--- src/rtl/mpm_port_ctrl_if.sv ---
// Request/response and memory-side bundle for the multi-port memory controller.
// master = requester plus memory model, slave = mpm_port_ctrl.
interface mpm_port_ctrl_if #(
  parameter int unsigned WIDTH = 8,
  parameter int unsigned DEPTH = 256,
  parameter int unsigned PORTS = 2
);
  localparam int unsigned AW = $clog2(DEPTH);

  logic [PORTS-1:0]            req_valid;
  logic [PORTS-1:0]            req_ready;
  logic [PORTS-1:0]            req_we;
  logic [PORTS-1:0][AW-1:0]    req_addr;
  logic [PORTS-1:0][WIDTH-1:0] req_wdata;
  logic [PORTS-1:0]            rsp_valid;
  logic [PORTS-1:0][WIDTH-1:0] rsp_data;
  logic [PORTS-1:0][AW-1:0]    mem_addr;
  logic [PORTS-1:0][WIDTH-1:0] mem_d;
  logic [PORTS-1:0]            mem_en;
  logic [PORTS-1:0][WIDTH-1:0] mem_q;

  modport master (
    output req_valid, req_we, req_addr, req_wdata, mem_q,
    input  req_ready, rsp_valid, rsp_data, mem_addr, mem_d, mem_en
  );

  modport slave (
    input  req_valid, req_we, req_addr, req_wdata, mem_q,
    output req_ready, rsp_valid, rsp_data, mem_addr, mem_d, mem_en
  );
endinterface

--- src/rtl/mpm_port_ctrl.sv ---
// Port controller for a multi-port memory: clears the array after reset, then
// forwards requests with lowest-index-wins arbitration on same-address writes.
module mpm_port_ctrl #(
  parameter int unsigned WIDTH = 8,
  parameter int unsigned DEPTH = 256,
  parameter int unsigned PORTS = 2
) (
  input  logic                clk,
  input  logic                rst_n,
  mpm_port_ctrl_if.slave      bus,
  output logic                init_done,
  output logic [15:0]         conflict_cnt
);
  localparam int unsigned AW  = $clog2(DEPTH);
  localparam int unsigned SEG = DEPTH / PORTS;
  localparam int unsigned CW  = (SEG > 1) ? $clog2(SEG) : 1;
  localparam int unsigned NW  = $clog2(PORTS + 1);

  typedef enum logic {INIT = 1'b0, RUN = 1'b1} state_t;

  state_t          state;
  state_t          state_next;
  logic [CW-1:0]   init_cnt;
  logic            init_last;
  logic [PORTS-1:0] blocked;
  logic [PORTS-1:0] rd_acc;
  logic [PORTS-1:0] rsp_pend;
  logic [NW-1:0]   n_blocked;
  logic [16:0]     cnt_sum;
  logic [15:0]     conflict_next;

  assign init_last = (init_cnt == CW'(SEG - 1));

  // State register
  always_ff @(posedge clk) begin
    if (!rst_n) state <= INIT;
    else        state <= state_next;
  end

  // Next-state logic
  always_comb begin
    state_next = state;
    if (state == INIT && init_last) state_next = RUN;
  end

  // Same-address write detection; a lower-index writer always wins
  always_comb begin
    blocked = '0;
    for (int p = 0; p < PORTS; p++) begin
      for (int q = 0; q < PORTS; q++) begin
        if (q < p && state == RUN &&
            bus.req_valid[p] && bus.req_we[p] &&
            bus.req_valid[q] && bus.req_we[q] &&
            bus.req_addr[q] == bus.req_addr[p]) begin
          blocked[p] = 1'b1;
        end
      end
    end
  end

  // Output logic: clear sweep in INIT, request pass-through in RUN
  always_comb begin
    bus.req_ready = '0;
    bus.mem_en    = '0;
    bus.mem_addr  = '0;
    bus.mem_d     = '0;
    rd_acc        = '0;
    for (int p = 0; p < PORTS; p++) begin
      if (state == INIT) begin
        bus.mem_en[p]   = 1'b1;
        bus.mem_addr[p] = AW'(p * SEG) + AW'(init_cnt);
      end else begin
        bus.req_ready[p] = ~blocked[p];
        bus.mem_addr[p]  = bus.req_addr[p];
        bus.mem_d[p]     = bus.req_wdata[p];
        bus.mem_en[p]    = bus.req_valid[p] & ~blocked[p] & bus.req_we[p];
        rd_acc[p]        = bus.req_valid[p] & ~blocked[p] & ~bus.req_we[p];
      end
    end
  end

  // Memory read data is registered in the array, so it lines up with rsp_pend
  always_comb begin
    bus.rsp_valid = rsp_pend;
    bus.rsp_data  = '0;
    for (int p = 0; p < PORTS; p++) begin
      if (rsp_pend[p]) bus.rsp_data[p] = bus.mem_q[p];
    end
  end

  always_comb begin
    n_blocked = '0;
    for (int p = 0; p < PORTS; p++) n_blocked = n_blocked + NW'(blocked[p]);
  end

  assign cnt_sum       = {1'b0, conflict_cnt} + 17'(n_blocked);
  assign conflict_next = cnt_sum[16] ? 16'hFFFF : cnt_sum[15:0];

  // Datapath registers
  always_ff @(posedge clk) begin
    if (!rst_n) begin
      init_cnt     <= '0;
      init_done    <= 1'b0;
      rsp_pend     <= '0;
      conflict_cnt <= '0;
    end else begin
      init_cnt     <= (state == INIT && !init_last) ? init_cnt + CW'(1) : '0;
      init_done    <= (state_next == RUN);
      rsp_pend     <= rd_acc;
      conflict_cnt <= conflict_next;
    end
  end
endmodule

--- src/flat_wrapper.sv ---
// flat-port wrapper written by rule: the top's interface ports become plain ports
module mpm_port_ctrl_flat 
#(
  parameter int unsigned WIDTH = 8,
  parameter int unsigned DEPTH = 256,
  parameter int unsigned PORTS = 2
)
  (clk, rst_n, init_done, conflict_cnt, bus_req_valid, bus_req_we, bus_req_addr, bus_req_wdata, bus_mem_q, bus_req_ready, bus_rsp_valid, bus_rsp_data, bus_mem_addr, bus_mem_d, bus_mem_en);
  mpm_port_ctrl_if #(.WIDTH(WIDTH), .DEPTH(DEPTH), .PORTS(PORTS)) bus_i ();
  input  logic clk;
  input  logic rst_n;
  output logic init_done;
  output logic [15:0] conflict_cnt;
  input wire logic [$bits(bus_i.req_valid)-1:0] bus_req_valid;
  input wire logic [$bits(bus_i.req_we)-1:0] bus_req_we;
  input wire logic [$bits(bus_i.req_addr)-1:0] bus_req_addr;
  input wire logic [$bits(bus_i.req_wdata)-1:0] bus_req_wdata;
  input wire logic [$bits(bus_i.mem_q)-1:0] bus_mem_q;
  output wire logic [$bits(bus_i.req_ready)-1:0] bus_req_ready;
  output wire logic [$bits(bus_i.rsp_valid)-1:0] bus_rsp_valid;
  output wire logic [$bits(bus_i.rsp_data)-1:0] bus_rsp_data;
  output wire logic [$bits(bus_i.mem_addr)-1:0] bus_mem_addr;
  output wire logic [$bits(bus_i.mem_d)-1:0] bus_mem_d;
  output wire logic [$bits(bus_i.mem_en)-1:0] bus_mem_en;
  assign bus_i.req_valid = bus_req_valid;
  assign bus_i.req_we = bus_req_we;
  assign bus_i.req_addr = bus_req_addr;
  assign bus_i.req_wdata = bus_req_wdata;
  assign bus_i.mem_q = bus_mem_q;
  assign bus_req_ready = bus_i.req_ready;
  assign bus_rsp_valid = bus_i.rsp_valid;
  assign bus_rsp_data = bus_i.rsp_data;
  assign bus_mem_addr = bus_i.mem_addr;
  assign bus_mem_d = bus_i.mem_d;
  assign bus_mem_en = bus_i.mem_en;
  mpm_port_ctrl #(.WIDTH(WIDTH), .DEPTH(DEPTH), .PORTS(PORTS)) u_core (.clk(clk), .rst_n(rst_n), .bus(bus_i), .init_done(init_done), .conflict_cnt(conflict_cnt));
endmodule
--- config.mk ---
export PLATFORM = sky130hd
export DESIGN_NAME = mpm_port_ctrl_flat
export DESIGN_NICKNAME = d
export VERILOG_FILES = /design/src/rtl/mpm_port_ctrl_if.sv /design/src/rtl/mpm_port_ctrl.sv /design/src/flat_wrapper.sv
export SDC_FILE = /design/constraint.sdc
export NUM_CORES = 1
export LEC_CHECK = 0
export CAP_MARGIN = 20
export CORE_ASPECT_RATIO = 0.9
export CORE_MARGIN = 3
export CORE_UTILIZATION = 34
export CTS_CLUSTER_DIAMETER = 30
export CTS_CLUSTER_SIZE = 40
export DETAILED_ROUTE_END_ITERATION = 8
export GPL_ROUTABILITY_DRIVEN = 1
export GPL_TIMING_DRIVEN = 1
export HOLD_SLACK_MARGIN = 0.02
export PLACE_DENSITY = 0.82
export SKIP_LAST_GASP = 1
export SLEW_MARGIN = 0
export SYNTH_ARGS = -nofsm -noshare
export SYNTH_HDL_FRONTEND = slang
export SYNTH_SLANG_ARGS = --single-unit
--- constraint.sdc ---
create_clock -name clk -period 3.15 [get_ports clk]
set_clock_uncertainty 0.15 [all_clocks]
set_input_delay 0.63 -clock clk [delete_from_list [all_inputs] [get_ports clk]]
set_output_delay 0.63 -clock clk [all_outputs]
set_load 0.02 [all_outputs]
# Word level (Yosys, flattened, before mapping)
# Index checks and enable logic that the tools add are counted.
totals:
  mem_bits_ro: 0
  out_inout_bits: 71
  mem_bits_rw: 0
  input_bits: 54
  regBits: 26
  latch_bits: 0
  mem_count: 0
op_classes:
  div: 0
  multipliers: 0
  magnitude_cmp: 0
  n_mux: 12
  bitwise_logic: 9
  shifts: 0
  n_eq_ne: 2
  n_reduce_logical: 10
  add_sub_neg: 3
ops:
  columns: ["cell", "count"]
  rows:
  - ["8-bit two-way mux", 6]
  - ["16-bit by 1-bit adder with 17-bit output", 1]
  - ["16-bit two-way mux", 1]
  - ["8-bit by 7-bit adder with 8-bit output, first input constant", 1]
  - ["8-bit == test", 1]
  - ["7-bit by 1-bit adder with 7-bit output, second input constant", 1]
  - ["7-bit == test, second input constant", 1]
  - ["1-bit logical AND", 7]
  - ["1-bit bitwise AND", 5]
  - ["1-bit two-way mux", 5]
  - ["1-bit inverter", 4]
  - ["2-bit AND reduction", 2]
  - ["1-bit logical NOT", 1]

# Logic depth before layout (Yosys ltp)
logic_depth:
  depth_word: 10
  mapped_depth: 9

# Worst setup path after synthesis
# Ideal clock, no wire load.
synth_path:
  path_type: "input to register"
  from: "input bus_req_addr[1]"
  to: "register u_core.conflict_cnt[12]"
  setup_ns: 0.116
  required_time_ns: 2.884
  path_slack_ns: 0.547
  stages: 8
  arrival_ns: 2.337
  path_buffers: 0
  cell_sequence: "xnor2_1 > nand4_1 > nor4_1 > ha_1 > nand3_2 > nor4_4 > nand3_1 > o211a_1"
synth_between:
  elab_chain_len: 5
synth_lines:
  columns: ["element", "line", "rtl"]
  rows:
  - ["from (decl)", "flat_wrapper.sv:16", "input wire logic [$bits(bus_i.req_addr)-1:0] bus_req_addr;"]
  - ["8-bit == test", "mpm_port_ctrl.sv:54", "bus.req_addr[q] == bus.req_addr[p]) begin"]
  - ["1-bit logical AND", "mpm_port_ctrl.sv:53", "bus.req_valid[q] && bus.req_we[q] &&"]
  - ["1-bit two-way mux", "mpm_port_ctrl.sv:51", "if (q < p && state == RUN &&"]
  - ["16-bit by 1-bit adder with 17-bit output", "mpm_port_ctrl.sv:96", "assign cnt_sum = {1'b0, conflict_cnt} + 17'(n_blocked);"]
  - ["16-bit two-way mux", "mpm_port_ctrl.sv:97", "assign conflict_next = cnt_sum[16] ? 16'hFFFF : cnt_sum[15:0];"]
  - ["to (signal assigned)", "mpm_port_ctrl.sv:110", "conflict_cnt <= conflict_next;"]
  - ["to (decl)", "mpm_port_ctrl.sv:12", "output logic [15:0] conflict_cnt"]
# No other way between the ends.
# A chain may end at the register's enable or synchronous reset.

# Worst setup path after layout
layout_path:
  from: "input bus_req_addr[6]"
  to: "output bus_mem_en[1]"
layout_between:
  elab_chain_len: 7
layout_lines:
  columns: ["element", "line", "rtl"]
  rows:
  - ["8-bit == test", "mpm_port_ctrl.sv:54", null]
  - ["1-bit logical AND", "mpm_port_ctrl.sv:53", null]
  - ["1-bit two-way mux", "mpm_port_ctrl.sv:51", null]
  - ["1-bit inverter", "mpm_port_ctrl.sv:76", "bus.mem_en[p] = bus.req_valid[p] & ~blocked[p] & bus.req_we[p];"]
  - ["1-bit bitwise AND (2 in a row)", "mpm_port_ctrl.sv:76", null]
  - ["1-bit two-way mux", "mpm_port_ctrl.sv:69", "if (state == INIT) begin"]
  - ["to (decl)", "flat_wrapper.sv:24", "output wire logic [$bits(bus_i.mem_en)-1:0] bus_mem_en;"]
# No other way between the ends.

==> results.py <==
metrics = {
    "route": {
        "wirelength_um": 5455,
        "drtIter0Drc": 37,
        "ant_nets": 0,
        "vias_per_cell": 4.733,
        "via_count": 1860,
        "wl_per_cell_um": 13.88,
        "drcViolationCount": 0,
        "first_pass_iters": 4,
    },
    "sta": {
        "finalSetupViolations": 0,
        "hold_viol_final": 0,
        "max_freq_ghz": 0.3293,
        "fin_crit_sh_pct": 96.39,
        "rsz0062_at_grt": "false",
        "whs_ns": 0.3415,
        "post-route-min-period_ns": 3.036,
        "slew_violations": 0,
        "slew-limit-headroom_pct": 60.16,
        "worst_slew_pin_slew_ns": 0.5958,
    },
    "floorplanning": {
        "io-pin-count": 125,
        "rows": 23,
        "chipHeight_um": 71.97,
        "die_area_um2": 5707,
        "core_um2": 4547,
        "start_util_pct": 36.16,
        "die_w_um": 79.30,
    },
    "placement": {
        "place.gp.congestion": 0.7746,
        "port_buffers": 124,
        "place_inst": 390,
        "dp_hpwl_um": 4561,
    },
    "min_path": {
        "hold_path.class": "reg2reg",
        "whs_endpoint": "u_core.init_cnt[0]",
        "min_from": "u_core.init_cnt[0]",
        "min_path_cells": 1,
    },
    "clock_tree": {
        "root_buffer": "clkbuf_8",
        "cts_tree": "built",
        "ctsHtreeMaxLevel": 1,
        "cts_sinks": 26,
        "cts_hold_buf": 0,
        "clock_latency_ns": 0.26,
        "cts_buffer_depth": 2,
        "clk_pin_slew_worst_paths_ns": 0.08,
        "cts_setup_buffers": 0,
        "cts_buffers": 3,
    },
    "layout": {
        "areaGrowthSynthToFinish_pct": 83.87,
        "layout.nets": 390,
        "final_common_cell": "clkdlybuf4s50_1",
        "instances_no_fill": 393,
        "final_cell_mix": "123 x clkdlybuf4s50_1, 40 x nand2_1, 33 x and2_1",
        "drive_above_1_share_pct": 5.438,
        "antenna_cells": 0,
    },
    "grt": {
        "grt_util_met2_pct": 34.95,
        "grt.met1_usage_pct": 22.49,
        "met3_usage_pct": 4.342,
        "grt_pass1_wl_um": 8783,
        "grt_pass1_vias": 1810,
        "grtUsageTotal_pct": 18.97,
        "grt_max_degree": 28,
        "overflow": 0,
        "grt_busiest_layer": "met2",
        "antenna_found_initial": 0,
    },
    "setup_path": {
        "cp-end-kind": "primary output",
        "r2r_slack_ns": 0.92,
        "r2r_end": "u_core.conflict_cnt[12]",
        "reg2reg_from": "u_core.state",
        "crit_arrival_ns": 2.26,
        "cp_data_required_time_ns": 2.37,
        "path_max_fanout": 2,
        "cp-start-kind": "input pin",
        "critical_path_class": "in2out",
        "reg2reg_depth": 8,
    },
    "synth": {
        "synth_flop_cell": "dfxtp_1",
        "synth_edf_count": 0,
        "synth_cell_type_count": 34,
        "syn_area_um2": 1644,
        "ys_warn_count": 0,
        "synthArstFlopShare_pct": 0,
        "syn-mean-instance-area_um2": 7.981,
        "yosysSeqAreaShare_pct": 31.66,
        "ys_ff_latch": 26,
        "netlist_instances": 206,
        "syn_nets": 263,
    },
    "power_and_ir_drop": {
        "p_per_area_nw_per_um2": 210.6,
        "vdd.ir_drop.worst_v": 0.0001892,
        "leakage_nw": 1.193,
    },
    "status": {
        "status": "finished, final reports clean",
    },
    "job": {
        "max-cap-violations": 0,
    },
}
==> through the flow <==
stage	total power [W]	utilization, %	setup WS, ns	setup TNS, ns	cell area, um^2
2_1_floorplan	0.0003765	-	0.5471	0	1644
3_3_place_gp	0.0004626	65.47	-0.1158	-0.1993	2977
3_5_place_dp	0.0004649	65.47	-0.1429	-0.3996	2977
4_1_cts	0.0006450	66.35	0.08010	0	3017
5_1_grt	0.0006684	66.48	0.01454	0	3023
6_report	0.0006367	66.48	0.1137	0	3023
==> critical path, cell delays in order <==
cell and delay (ns):
clkdlybuf4s50_1 0.50, xnor2_1 0.14, nand4_1 0.16, nor3_1 0.20
a21oi_1 0.08, clkdlybuf4s50_1 0.55
==> where the power goes <==
group | switching [W] | total (W) | internal, W
combinational | 0.0000395 | 0.000123 | 0.0000831
sequential | 0.00000315 | 0.000335 | 0.000332
clock | 0.0000939 | 0.000179 | 0.0000855
total | 0.000136 | 0.000637 | 0.000500
==> state kept, by name (all words and copies together) (netlist names) <==
name                  count
u_core.bus.rsp_valid      2
u_core.conflict_cnt      16
u_core.init_cnt           7
u_core.state              1
==> routing by layer <==
metal / part of all wire [%] / vias up / routed length (um)
met1: 42 / 847 / 2274
met3: 7.3 / 4 / 399
met4: 0.95 / 0 / 52
met5: 0 / - / 0
li1: - / 938 / -
met2: 50 / 71 / 2728
==> area by class of cell <==
type / instances / area [um^2]
fill: 406 / 1524
timing repair buffer: 131 / 1292
multi-input combinational: 169 / 1084
sequential: 26 / 520.5
tap: 62 / 77.57
clock buffer: 3 / 41.29
inverter: 2 / 7.507
==> how the worst max path moves through the flow <==
| stage | startpoint | end | slack, ns | cells past startpoint |
|---|---|---|---|---|
| after CTS | bus_req_addr[6] | bus_req_ready[1] | 0.08 | 7 |
| after detailed placement | bus_req_addr[6] | bus_req_ready[1] | -0.14 | 7 |
| after global routing | bus_req_addr[2] | bus_req_ready[1] | 0.01 | 7 |
| after floorplan | bus_req_addr[1] | u_core.conflict_cnt[12] | 0.55 | 8 |
| final | bus_req_addr[6] | bus_mem_en[1] | 0.11 | 6 |
| after global placement | bus_req_addr[14] | bus_req_ready[1] | -0.12 | 7 |
==> cells in the mapped netlist (all sizes together), types with 3 or more instances <==
library cell,n,area [um^2]
nor2b,4,25.02
nor2,7,26.28
xnor2,18,157.7
dfxtp,26,520.5
clkbuf,7,26.28
o21ai,3,15.01
and2,33,206.5
a21boi,11,82.58
nand2b,9,56.30
nor4,3,40.04
nor3,5,30.03
and3,4,25.02
ha,3,37.54
nand2,40,150.1
nand3,9,55.05
nand4,5,46.29
==> logic make-up (layout without fill, tap and decap cells) <==
family                   Yosys count  count (layout)  synth area share, %
adder cells (fa/ha/maj)            3               3                2.283
flip-flops                        26              26                31.66
multiplexers                       1               1               0.6089
AND/OR/NAND/NOR                  122             122                41.63
XOR/XNOR                          20              20                10.65
AO/OA/AOI/OAI                     23              23                10.35
buffers and inverters             11             136                2.816
==> what timing repair did <==
item | CTS | global route
gates resized for setup | 1 | 1
gates cloned | 0 | 0
endpoints found under the setup margin | 1 | 1
(Power assumes the default switching activity.)
